==> src/rtl/conway_sequencer.sv <==
// Generation sequencer for a Conway life board: load, single-step and free-run control.
// Optional stall detection (board stops changing -> HALT) is enabled by defining CONWAY_STALL_DETECT_EN.
module conway_sequencer #(
  parameter int CELLS    = 64,
  parameter int PERIOD_W = 24,
  parameter int GEN_W    = 16
) (
  input  logic                clk,
  input  logic                rst,
  input  logic                load,
  input  logic                run,
  input  logic                step,
  input  logic [PERIOD_W-1:0] period,
  input  logic [CELLS-1:0]    board_q,
  input  logic [CELLS-1:0]    board_d,
  output logic                cells_rst,
  output logic                cells_ena,
  output logic [GEN_W-1:0]    gen_count,
  output logic                running,
  output logic                stable
);

  typedef enum logic [2:0] {
    S_IDLE,
    S_LOAD,
    S_WAIT,
    S_TICK,
    S_HALT
  } state_t;

  state_t              state_q, state_d;
  logic [PERIOD_W-1:0] div_q, div_d;
  logic [PERIOD_W:0]   div_inc;
  logic [GEN_W-1:0]    gen_q, gen_d;
  logic                arm_q, arm_d;
  logic                stable_q, stable_d;
  logic                stall;

`ifdef CONWAY_STALL_DETECT_EN
  assign stall  = (board_d == board_q);
  assign stable = stable_q;
`else
  logic unused_cfg;
  assign stall      = 1'b0;
  assign stable     = 1'b0;
  assign unused_cfg = ^{board_q, board_d, stable_q};
`endif

  // Divider is compared after its increment, so WAIT lasts max(period,1) cycles
  // and strobes land period+1 apart; >= also covers period being lowered mid-count.
  assign div_inc = {1'b0, div_q} + 1'b1;

  always_comb begin
    state_d  = state_q;
    div_d    = div_q;
    gen_d    = gen_q;
    arm_d    = arm_q;
    stable_d = stable_q;
    // A held step re-arms only once it has been released.
    if (!step) arm_d = 1'b1;
    case (state_q)
      S_IDLE: begin
        if (load) begin
          state_d = S_LOAD;
        end else if (run) begin
          state_d = S_WAIT;
          div_d   = '0;
        end else if (step && arm_q) begin
          state_d = S_TICK;
          arm_d   = 1'b0;
        end
      end
      S_LOAD: state_d = S_IDLE;
      S_WAIT: begin
        if (load) begin
          state_d = S_LOAD;
        end else if (!run) begin
          state_d = S_IDLE;
          div_d   = '0;
        end else begin
          div_d = div_inc[PERIOD_W-1:0];
          if (div_inc >= {1'b0, period}) state_d = S_TICK;
        end
      end
      S_TICK: begin
        if (gen_q != {GEN_W{1'b1}}) gen_d = gen_q + 1'b1;
        div_d = '0;
        if (load) begin
          state_d = S_LOAD;
        end else if (stall) begin
          state_d  = S_HALT;
          stable_d = 1'b1;
        end else if (run) begin
          state_d = S_WAIT;
        end else begin
          state_d = S_IDLE;
        end
      end
      S_HALT: if (load) state_d = S_LOAD;
      default: state_d = S_IDLE;
    endcase
    // Clear on entry so LOAD already shows a fresh count.
    if (state_d == S_LOAD) begin
      gen_d    = '0;
      div_d    = '0;
      stable_d = 1'b0;
    end
  end

  always_ff @(posedge clk or negedge rst) begin
    if (!rst) begin
      state_q   <= S_IDLE;
      div_q     <= '0;
      gen_q     <= '0;
      arm_q     <= 1'b1;
      stable_q  <= 1'b0;
      cells_rst <= 1'b0;
      cells_ena <= 1'b0;
      running   <= 1'b0;
    end else begin
      state_q   <= state_d;
      div_q     <= div_d;
      gen_q     <= gen_d;
      arm_q     <= arm_d;
      stable_q  <= stable_d;
      cells_rst <= (state_d == S_LOAD);
      cells_ena <= (state_d == S_TICK);
      running   <= (state_d == S_WAIT) || (state_d == S_TICK);
    end
  end

  assign gen_count = gen_q;

endmodule

==> config.mk <==
export PLATFORM = sky130hd
export DESIGN_NAME = conway_sequencer
export DESIGN_NICKNAME = d
export VERILOG_FILES = /design/src/rtl/conway_sequencer.sv
export SDC_FILE = /design/constraint.sdc
export NUM_CORES = 1
export LEC_CHECK = 0
export BUFFER_PORTS_ARGS = -buffer_cell sky130_fd_sc_hd__buf_2
export CAP_MARGIN = 30
export CORE_UTILIZATION = 35
export DETAILED_ROUTE_END_ITERATION = 7
export GPL_TIMING_DRIVEN = 0
export PLACE_DENSITY = 0.73
export SYNTH_ARGS = -nofsm -noshare
export SYNTH_HDL_FRONTEND = slang
export SYNTH_SLANG_ARGS = --single-unit
==> constraint.sdc <==
create_clock -name clk -period 2.6 [get_ports clk]
set_input_delay 0.26 -clock clk [delete_from_list [all_inputs] [get_ports clk]]
set_output_delay 0.26 -clock clk [all_outputs]
set_load 0.05 [all_outputs]
# After elaboration in Yosys (flattened, before gate mapping)
# Index checks and enable logic that the tools add are counted.
[word_totals]
ff_bits = 47
input_bits = 157
output_inout_bits = 20
elab_cells = 52
[classes]
n_addsub = 2
order_cmp = 1
eq_ne = 10
mux = 24
n_reduce_logical = 8
[op_table]
columns = ["cell", "count"]
rows = [
  ["2-to-1 mux 24 bit", 5],
  ["one-hot mux 24 bit (3 select lines)", 1],
  ["2-to-1 mux 16 bit", 3],
  ["adder 24 x 1 -> 25 bit (second input constant)", 1],
  [">= comparator 25 x 24 -> 1 bit", 1],
  ["2-to-1 mux 3 bit", 7],
  ["adder 16 x 1 -> 16 bit (second input constant)", 1],
  ["inequality test 16 bit (second input constant)", 1],
  ["equality test 3 x 2 -> 1 bit (second input constant)", 4],
  ["one-hot mux 3 bit (4 select lines)", 1],
  ["inequality test 3 bit (second input constant)", 3],
  ["2-to-1 mux 1 bit", 5],
  ["2-to-1 mux 2 bit", 2],
  ["AND reduction 4 bit", 1],
  ["nonzero test 2 bit", 2],
  ["nonzero test 4 bit", 1],
  ["equality test 3 x 1 -> 1 bit (second input constant)", 1],
  ["equality test 3 bit (second input constant)", 1],
  ["logical NOT 3 bit", 1],
  ["AND reduction 2 bit", 1],
  ["logical AND 1 bit", 1],
  ["logical OR 1 bit", 1],
]

# Longest topological paths before layout
[logic_depth]
depth_word = 9
ltp_mapped = 12
depth_no_buf = 11

# Worst setup path before layout
# OpenSTA, ideal clock, no wires.
[synth_timing]
path_type = "register to register"
from = "reg div_q[0]"
to = "reg cells_ena"
setup_time_ps = 133
arrival_ps = 2463
required_time_ps = 2467
setup_slack_ps = 4
stages_incl_launch_ff = 12
path_cell_list = "dfrtp_1 ha_1 and4_1 clkbuf_2 nand2_1 xnor2_1 ha_1 a211oi_1 o22ai_1 or4_1 nand4_1 a31oi_1"
[synth_via]
elab_chain_len = 7
[synth_lines]
columns = ["item", "line_no", "text"]
rows = [
  ["start, declared", "32", "logic [PERIOD_W-1:0] div_q, div_d;"],
  ["start signal, assigned", "122", "div_q <= div_d;"],
  ["adder 24 x 1 -> 25 bit", "51", "assign div_inc = {1'b0, div_q} + 1'b1;"],
  [">= comparator 25 x 24 -> 1 bit", "82", "if (div_inc >= {1'b0, period}) state_d = S_TICK;"],
  ["2-to-1 mux 3 bit", "82", ""],
  ["2-to-1 mux 3 bit", "77", "end else if (!run) begin"],
  ["2-to-1 mux 3 bit", "75", "if (load) begin"],
  ["one-hot mux 3 bit (4 select lines)", "61", "case (state_q)"],
  ["equality test 3 x 2 -> 1 bit", "127", "cells_ena <= (state_d == S_TICK);"],
  ["end signal, assigned", "127", ""],
  ["end, declared", "17", "output logic cells_ena,"],
]
# No other way between the ends.
# A chain may end at the register's enable or synchronous reset.

# Worst setup path after layout
[layout_timing]
from = "reg div_q[10]"
to = "reg cells_ena"
# The elaborated chain is that of the path after synthesis.

==> impl_metrics.env <==
export IMPL_fin_crit_ps=2770
export IMPL_path_class="flop to flop"
export IMPL_synth_seq_cells=47
export IMPL_cts_buffers=5
export IMPL_violations="setup timing"
export IMPL_p_total_w=0.00167
export IMPL_worst_slack_ps=-175
export IMPL_drtAntennaViolNets=0
export IMPL_synthFlopType="dfrtp_1"
export IMPL_ys_types=58
export IMPL_insertion_delay_ps=300
export IMPL_cp_slowest_cell="nor4_4"
export IMPL_start_kind="flop"
export IMPL_port_buffers=47
export IMPL_worst_slew_pin_slew_ps=594
export IMPL_synth_edf_count=0
export IMPL_grt_start_max_net_pins=38
export IMPL_grt_pass1_vias=2986
export IMPL_r2r_cells=12
export IMPL_dp_final_hpwl_um=6330
export IMPL_nets=662
export IMPL_cts_htree_levels=2
export IMPL_cp_cell_sequence="buf_6 -> nand3_4 -> nor4_4 -> buf_6 -> nand3_4 -> xnor2_2 -> ha_1 -> nand4_1 -> nor2_2 -> a221o_1 -> o211ai_1 -> a31oi_1"
export IMPL_root_buffer="clkbuf_8"
export IMPL_drc_errors=0
export IMPL_hp_class="input pin to flop"
export IMPL_max_slew_margin=0.604
export IMPL_clock_skew_ps=9.38
export IMPL_cp_required_ps=2780
export IMPL_period_share=1.07
export IMPL_wl_met2_um=4240
export IMPL_routed_via_density=5.36
export IMPL_overflow=0
export IMPL_drv_slew=0
export IMPL_ff2ff_setup_slack_ps=-170
export IMPL_fp_coreArea_sq_um=9730
export IMPL_cp_endpoint="cells_ena"
export IMPL_final_cell_mix="buf_2 (52), dfrtp_1 (41), inv_1 (34)"
export IMPL_path_max_fanout=5
export IMPL_place_congestion=0.875
export IMPL_num_vias=3285
export IMPL_p_per_area_nw_per_um2=379
export IMPL_area_delta_synth_final_pct=25.8
export IMPL_io_pins=177
export IMPL_r2r_start="div_q[10]"
export IMPL_die_area_sq_um=10400
export IMPL_yosysSeqAreaShare=0.337
export IMPL_path_clk_slew_ps=90
export IMPL_grt_pass1_wl_um=14300
export IMPL_diodes=0
export IMPL_grtUsageTotal=0.175
export IMPL_cts_sinks=47
export IMPL_hold_viol=0
export IMPL_dp_slack_ps=-535
export IMPL_cap_violations=0
export IMPL_clockBufferDepth=2
export IMPL_r2r_end="cells_ena"
export IMPL_layout_commonest_cell="buf_2"
export IMPL_setup_violations=2
export IMPL_syn_area_sq_um=3490
export IMPL_yosys_warnings=0
export IMPL_cp_arrival_ps=2950
export IMPL_async_reset_ff_frac=1.00
export IMPL_endpoint_kind="flop"
export IMPL_firstDrtPassIters=5
export IMPL_max_vdd_ir_drop_mv=0.310
export IMPL_startpoint="div_q[10]"
export IMPL_initial_utilization=0.359
export IMPL_rows=36
export IMPL_avgSynthCellArea_sq_um=8.77
export IMPL_rsz0062_at_grt="true"
export IMPL_antenna_found_initial=0
export IMPL_fillers=930
export IMPL_achievable_frequency_mhz=360
export IMPL_route_met3_wl_um=498
export IMPL_critical_path_max_stage_delay_ps=400
export IMPL_die_w_um=102
export IMPL_whs_path_depth=2
export IMPL_synth_cells=398
export IMPL_outcome="finished with violations"
export IMPL_dr_first_iter_drc_count=233
export IMPL_routed_top_layer="met4"
export IMPL_total_leakage_power_nw=2.14
export IMPL_syn_nets=581
export IMPL_cts_tree="done"
export IMPL_wire_per_inst_um=14.9
export IMPL_drive_above_1_share=0.294
export IMPL_die_h_um=102
export IMPL_drt_wl_total_um=9110
export IMPL_met1Wirelength_um=4220
-- worst min-delay path by stage --
stage | startpoint | endpoint | slack (ps)
finish | step | arm_q | 110
global placement | step | arm_q | 420
floorplan | rst | cells_ena | -40
detailed placement | rst | gen_count[1] | 160
CTS | step | arm_q | 110
global route | step | arm_q | 120
-- Yosys cell counts (all sizes together) (2+ instances only) --
cell     count  area [sq um]
a2111oi      2          18.8
a211oi       7          52.6
a21o         2          15.0
a21oi       26           138
a22oi        6          45.0
a311oi       4          41.3
a31oi        6          37.5
a41oi        5          43.8
and2         2          13.8
and3        10          62.6
and4         3          27.5
buf         12          86.3
clkbuf       9          36.3
dfrtp       46          1150
ha          26           325
inv         34           128
nand2       25          93.8
nand3       23           150
nand3b       4          33.8
nand4       12          81.3
nor2        37           141
nor3         6          46.3
nor4         4          61.3
o211ai       3          22.5
o21ai       23           115
o221ai       2          17.5
or3         11          68.8
or4          3          26.3
xnor2       26           228
xor2        10          87.6
-- state kept, by name (all words and copies together) (netlist names) --
name / count
cells_ena: 1
running: 1
gen_count: 16
state_q: 3
div_q: 24
cells_rst: 1
arm_q: 1
-- stage by stage --
step	utilization	cells	cell area [sq um]	hold slack (ps)	TNS, ps
2_1_floorplan	-	398	3490	-35.6	0
3_5_place_dp	0.402	579	3910	157	-1050
3_3_place_gp	0.400	578	3890	419	-816
4_1_cts	0.431	600	4200	109	-356
6_report	0.451	613	4390	107	-338
5_1_grt	0.451	613	4390	123	-709
-- critical path, delay by kind of cell, from the launching register on --
kind | cells | cell delay [ps]
AO/OA/AOI/OAI | 3 | 770
XOR/XNOR | 1 | 160
adder cells (fa/ha/maj) | 1 | 300
buffers and inverters | 2 | 310
flip-flops | 1 | 360
AND/OR/NAND/NOR | 5 | 750
-- routing by layer --
layer	vias up	track usage
met5	-	0
met4	0	0.0516
met3	15	0.0219
met2	115	0.284
met1	1569	0.244
li1	1586	-
-- logic make-up after synthesis --
group,synth area share
xor gates and xnor gates,0.0903
buffers and inverters,0.0753
other,0.00107
adders and majority gates,0.0932
and+or+nand+nor,0.233
muxes,0.00287
DFF,0.337
AOI/OAI and AO/OA,0.167
-- layout make-up --
type                    instances  area [sq um]  share of cell area
multi-input cells             295          2220               0.506
flip-flops and latches         47          1180               0.270
repair buffers                 74           460               0.105
well taps                     133           166              0.0379
plain buffers                  22           144              0.0328
inverters                      34           128              0.0291
clock buffers                   5          68.8              0.0157
clock inverters                 3          20.0             0.00456
-- what timing repair did --
item                       CTS  global route
pin swaps                   15            18
setup endpoints to repair    2             2
buffers inserted            12            13
hold buffers                 1             0
hold endpoints to repair     9             0
resized for setup           23            18
-- where the power goes --
group          switching [W]  internal [W]
logic               0.000306      0.000135
clock network       0.000262      0.000188
registers          0.0000184      0.000758
total               0.000586       0.00108
Note: power is estimated with default switching activity, not from simulation.
